## config.mk

```make
export PLATFORM = sky130hd
export DESIGN_NAME = uart_rx
export DESIGN_NICKNAME = d
export VERILOG_FILES = /design/src/rtl/apb_uart_pkg.sv /design/src/rtl/dual_flop_sync.sv /design/src/rtl/uart_rx.sv
export SDC_FILE = /design/constraint.sdc
export NUM_CORES = 1
export LEC_CHECK = 0
export CORE_MARGIN = 2
export CORE_UTILIZATION = 45
export CTS_CLUSTER_SIZE = 8
export DETAILED_ROUTE_END_ITERATION = 16
export PLACE_DENSITY = 0.73
export SLEW_MARGIN = 40
export SYNTH_ARGS = -nofsm -noshare
export SYNTH_HDL_FRONTEND = slang
export SYNTH_SLANG_ARGS = --single-unit
```

## constraint.sdc

```tcl
create_clock -name clk_i -period 2.34 [get_ports clk_i]
set_clock_uncertainty 0.05 [all_clocks]
set_input_delay 0.468 -clock clk_i [delete_from_list [all_inputs] [get_ports clk_i]]
set_output_delay 0.468 -clock clk_i [all_outputs]
set_load 0.03 [all_outputs]
```

## src/rtl/apb_uart_pkg.sv

```systemverilog
// apb_uart_pkg: shared UART receiver state type, oversample constant and vote helper
package apb_uart_pkg;
  localparam int UART_OVERSAMPLE = 8;
  typedef enum logic [2:0] {IDLE, START, DATA, PARITY, STOP} uart_rx_state_e;
  function automatic logic maj3(input logic a, input logic b, input logic c);
    return (a & b) | (a & c) | (b & c);
  endfunction
endpackage

```

## src/rtl/dual_flop_sync.sv

```systemverilog
// dual_flop_sync: two-flop synchroniser for an asynchronous input with configurable reset value
module dual_flop_sync #(
  parameter logic RST_VAL = 1'b0
) (
  input  logic clk_i,
  input  logic arst_i,
  input  logic d,
  output logic q
);
  logic m;
  always_ff @(posedge clk_i or posedge arst_i) begin
    if (arst_i) {q, m} <= {2{RST_VAL}};
    else {q, m} <= {m, d};
  end
endmodule

```

## src/rtl/uart_rx.sv

```systemverilog
// uart_rx: oversampled UART receiver with 3-sample majority vote and a valid/ready byte port
module uart_rx
  import apb_uart_pkg::*;
#(
  parameter int OVERSAMPLE = UART_OVERSAMPLE,
  parameter int DATA_BITS = 8
) (
  input  logic                 clk_i,
  input  logic                 arst_i,
  input  logic                 rx_i,
  input  logic                 parity_en_i,
  input  logic                 extra_stop_i,
  output logic [DATA_BITS-1:0] data_o,
  output logic                 data_valid_o,
  input  logic                 data_ready_i,
  output logic                 parity_error_o,
  output logic                 frame_error_o,
  output logic                 overrun_o
);
  localparam int TW = $clog2(OVERSAMPLE);
  localparam int BW = $clog2(DATA_BITS);
  localparam logic [TW-1:0] T_S3 = TW'(OVERSAMPLE / 2 - 1);
  localparam logic [TW-1:0] T_S4 = TW'(OVERSAMPLE / 2);
  localparam logic [TW-1:0] T_V = TW'(OVERSAMPLE / 2 + 1);
  localparam logic [TW-1:0] T_END = TW'(OVERSAMPLE - 1);
  localparam logic [BW-1:0] B_LAST = BW'(DATA_BITS - 1);
  uart_rx_state_e state;
  logic rx_s;
  logic [TW-1:0] tick;
  logic [BW-1:0] bit_idx;
  logic [DATA_BITS-1:0] shreg;
  logic s3, s4, vbit, par_en, two_stop, stop_idx, perr, ferr;
  logic vote, at_v, at_end, issue;
  dual_flop_sync #(.RST_VAL(1'b1)) u_sync (
    .clk_i (clk_i),
    .arst_i(arst_i),
    .d     (rx_i),
    .q     (rx_s)
  );
  always_comb begin
    vote = maj3(s3, s4, rx_s);
    at_v = tick == T_V;
    at_end = tick == T_END;
    issue = state == STOP && at_v && stop_idx == two_stop;
  end
  always_ff @(posedge clk_i or posedge arst_i) begin
    if (arst_i) begin
      state <= IDLE;
      tick <= '0;
      bit_idx <= '0;
      shreg <= '0;
      s3 <= 1'b1;
      s4 <= 1'b1;
      vbit <= 1'b1;
      par_en <= 1'b0;
      two_stop <= 1'b0;
      stop_idx <= 1'b0;
      perr <= 1'b0;
      ferr <= 1'b0;
      data_o <= '0;
      data_valid_o <= 1'b0;
      parity_error_o <= 1'b0;
      frame_error_o <= 1'b0;
      overrun_o <= 1'b0;
    end else begin
      tick <= tick + 1'b1;
      if (tick == T_S3) s3 <= rx_s;
      if (tick == T_S4) s4 <= rx_s;
      if (at_v) vbit <= vote;
      overrun_o <= 1'b0;
      if (data_valid_o && data_ready_i) data_valid_o <= 1'b0;
      case (state)
        IDLE: if (!rx_s) begin
          state <= START;
          tick <= '0;
          par_en <= parity_en_i;
          two_stop <= extra_stop_i;
          stop_idx <= 1'b0;
          perr <= 1'b0;
          ferr <= 1'b0;
        end
        START: if (at_end) begin
          state <= vbit ? IDLE : DATA;
          bit_idx <= '0;
        end
        DATA: begin
          if (at_v) shreg[bit_idx] <= vote;
          if (at_end) begin
            bit_idx <= bit_idx + 1'b1;
            if (bit_idx == B_LAST) state <= par_en ? PARITY : STOP;
          end
        end
        PARITY: begin
          if (at_v) perr <= vote ^ (^shreg);
          if (at_end) state <= STOP;
        end
        STOP: begin
          if (at_v) ferr <= ferr | ~vote;
          if (at_end) stop_idx <= 1'b1;
          if (issue) state <= IDLE;
        end
        default: state <= IDLE;
      endcase
      if (issue) begin
        if (!data_valid_o || data_ready_i) begin
          data_o <= shreg;
          parity_error_o <= perr;
          frame_error_o <= ferr | ~vote;
          data_valid_o <= 1'b1;
        end else overrun_o <= 1'b1;
      end
    end
  end
endmodule

```

==> impl_metrics.json <==
{
  "drc": 0,
  "synth_compound_area_share_pct": 6.08,
  "dp_hpwl_um": 2210,
  "fp.dieW_um": 67.1,
  "crit_fanout": 7,
  "power_uw": 1910,
  "yosys_warnings": 0,
  "netlist_area_mm2": 0.00179,
  "end_kind": "flop",
  "drt-total-wl_um": 2990,
  "yosys-mux-area-fraction_pct": 12.5,
  "avgViaCountPerCell": 5.23,
  "insertion_delay_ns": 0.29,
  "criticalPathCategory": "flop to flop",
  "final_core_util_pct": 56.0,
  "fin_setup_tns_ns": 0,
  "status": "finished, final reports clean",
  "drtAntennaViolNets": 0,
  "placed_cells_incl_taps": 216,
  "core_mm2": 0.00374,
  "cts_buffer_depth": 2,
  "p_comb_share_pct": 27.5,
  "gp_congestion": 0.726,
  "grt_max_degree": 40,
  "drive_gt1_share_pct": 20.5,
  "maxCapViolCount": 0,
  "yosys_register_bits": 39,
  "clockPowerShare_pct": 22.3,
  "synth_top_area_cell": "dfrtp_1",
  "worstPathRequired_ns": 2.47,
  "place_area_mm2": 0.00202,
  "die_h_um": 67.1,
  "postLayoutCellArea_mm2": 0.00210,
  "post_cts_resize_count": 0,
  "synth_xor_xnor_area_share_pct": 4.68,
  "synth-adder-area-share_pct": 5.52,
  "start_kind": "flop",
  "cts_hold_buf": 0,
  "power_switching_uw": 630,
  "grt_pass1_wl_um": 5370,
  "ir_drop_v": 0.000455,
  "wl_per_cell_um": 13.4,
  "final_cells": 224,
  "drtPass1Iterations": 4,
  "cpPeakStageDelay_ns": 0.39,
  "maxClockFrequency_ghz": 0.530,
  "synth_top_area_share_pct": 47.5,
  "syn2layout_area_growth_pct": 17.1,
  "p_leak_uw": 0.000954,
  "cts_buffers": 5,
  "start_util_pct": 47.9,
  "drt-met1-wl_um": 1330,
  "synth_area_per_cell_um2": 11.6,
  "slew_headroom_pct": 68.1,
  "antenna_found_initial": 0,
  "wl_met3_um": 117,
  "hold_class": "flop to flop",
  "cpMaxStageDelayCell": "dfrtp_1",
  "path_cells": "inv_1 -> ha_1 -> and4b_1 -> nand2_1 -> nor4_1 -> mux2_2",
  "nNetsFinal": 188,
  "drtIter0Drc": 54,
  "h-tree-depth": 2,
  "min_period_ns": 1.89,
  "final_common_cell": "dfrtp_1",
  "power.density_mw_per_mm2": 911,
  "num_rows": 22,
  "rsz0062_at_grt": "false",
  "clk_pin_slew_ns": 0.07,
  "internal-power_uw": 1280,
  "io_buffers": 17,
  "fin_crit_sh_pct": 80.7,
  "critPathBufInv": 1,
  "synth-seq-area-share_pct": 54.8,
  "overflow": 0,
  "die_area_mm2": 0.00450,
  "cts_setup_buffers": 0,
  "setup_viol": 0,
  "route.met2.wl_um": 1490,
  "crit_family": "simple AND/OR/NAND/NOR gates",
  "slew_violations": 0,
  "p_seq_share_pct": 50.2,
  "final_cell_mix": "dfrtp_1, mux2_2, clkdlybuf4s50_1, nor2_1, nand2_1",
  "synth_top_family_by_area": "simple AND/OR/NAND/NOR gates",
  "antenna_cells": 0,
  "ys_top_cells_by_area": "dfrtp_1, mux2_2, dfstp_2, ha_1, xnor2_1",
  "vias": 1172,
  "yosysUniqueCellTypes": 33,
  "synth-simple-area-share_pct": 13.5,
  "cts_tree": "built",
  "grt.total_usage_pct": 16.5,
  "tightestPinTransition_ns": 0.479,
  "num_io_pins": 18,
  "cts.sinks": 39,
  "grt_pass1_vias": 1216,
  "hold_viol": 0,
  "crit_arrival_ns": 2.02,
  "synth_cells": 154,
  "topRoutingLayerUsed": "met4",
  "cts_root_buffer": "clkbuf_8",
  "p_sw_share_pct": 33.0,
  "syn_nets": 167
}
## synth_stat cells (all sizes together)
library cell and number:
nor4 1, nor2b 3, and4b 1, a221oi 1, mux2 19, a32oi 1, maj3 1, a22oi 2
buf 4, nand3b 1, a21oi 3, nand2b 2, o21ai 9, nand3 6, nor2 14, xnor3 1
a32o 1, ha 7, nor3b 2, mux2i 1, nand2 12, dfstp 5, nand4 4, or3 1
nor3 1, inv 5, dfrtp 34, clkinv 1, clkbuf 2, xnor2 7, and3 1, a31oi 1
## flip-flops by register name, summed over array words and instances (netlist names), 3 cells and up
signal	flops
bit_idx	3
data_o	8
shreg	8
state	3
tick	3
## power by group through the flow
stage / Combinational [uW] / Sequential, uW / Clock (uW)
after floorplan: 456 / 912 / 0
after global placement: 500 / 963 / 0
after detailed placement: 533 / 976 / 0
after CTS: 534 / 963 / 446
after global routing: 609 / 987 / 482
final: 526 / 960 / 425
## path summary, 6_finish.rpt
kind                             to      from  cells past startpoint  slack (ns)
setup / recovery           shreg[4]   tick[1]                      6        0.45
hold / removal             u_sync.q  u_sync.m                      0        0.31
setup reg to reg           shreg[4]   tick[1]                      6        0.45
hold reg to reg            u_sync.q  u_sync.m                      0        0.31
max in group asynchronous        s4    arst_i                      3        1.33
min in group asynchronous      ferr    arst_i                      3        0.55
## logic make-up (layout without fill, tap and decap cells)
group                    count (synthesis)  count (layout)
XOR/XNOR                                 8               8
buffers and inverters                   12              34
multiplexers                            20              20
flip-flops                              39              39
AND/OR/NAND/NOR                         49              49
AO/OA/AOI/OAI                           18              18
adder cells (fa/ha/maj)                  8               8
## layout make-up
class / count / area [um^2]
Inverter: 6 / 23.8
Multi-Input combinational cell: 103 / 758
Tap cell: 48 / 60.1
Timing Repair Buffer: 20 / 193
Sequential cell: 39 / 982
Fill cell: 333 / 1650
Clock inverter: 1 / 5.00
Clock buffer: 7 / 76.3
## stage by stage
stage / hold WS (ns) / setup WS [ns]
detailed placement: 0.299 / 0.450
global placement: 0.299 / 0.517
global route: 0.316 / 0.284
CTS: 0.312 / 0.444
floorplan: 0.295 / 0.657
finish: 0.309 / 0.452
## layer usage
| metal | GRT usage, % | vias up |
|---|---|---|
| met2 | 28.7 | 17 |
| li1 | - | 575 |
| met1 | 18.5 | 573 |
| met4 | 6.12 | 0 |
| met3 | 6.08 | 7 |
| met5 | 0 | - |
(Power assumes the default switching activity.)
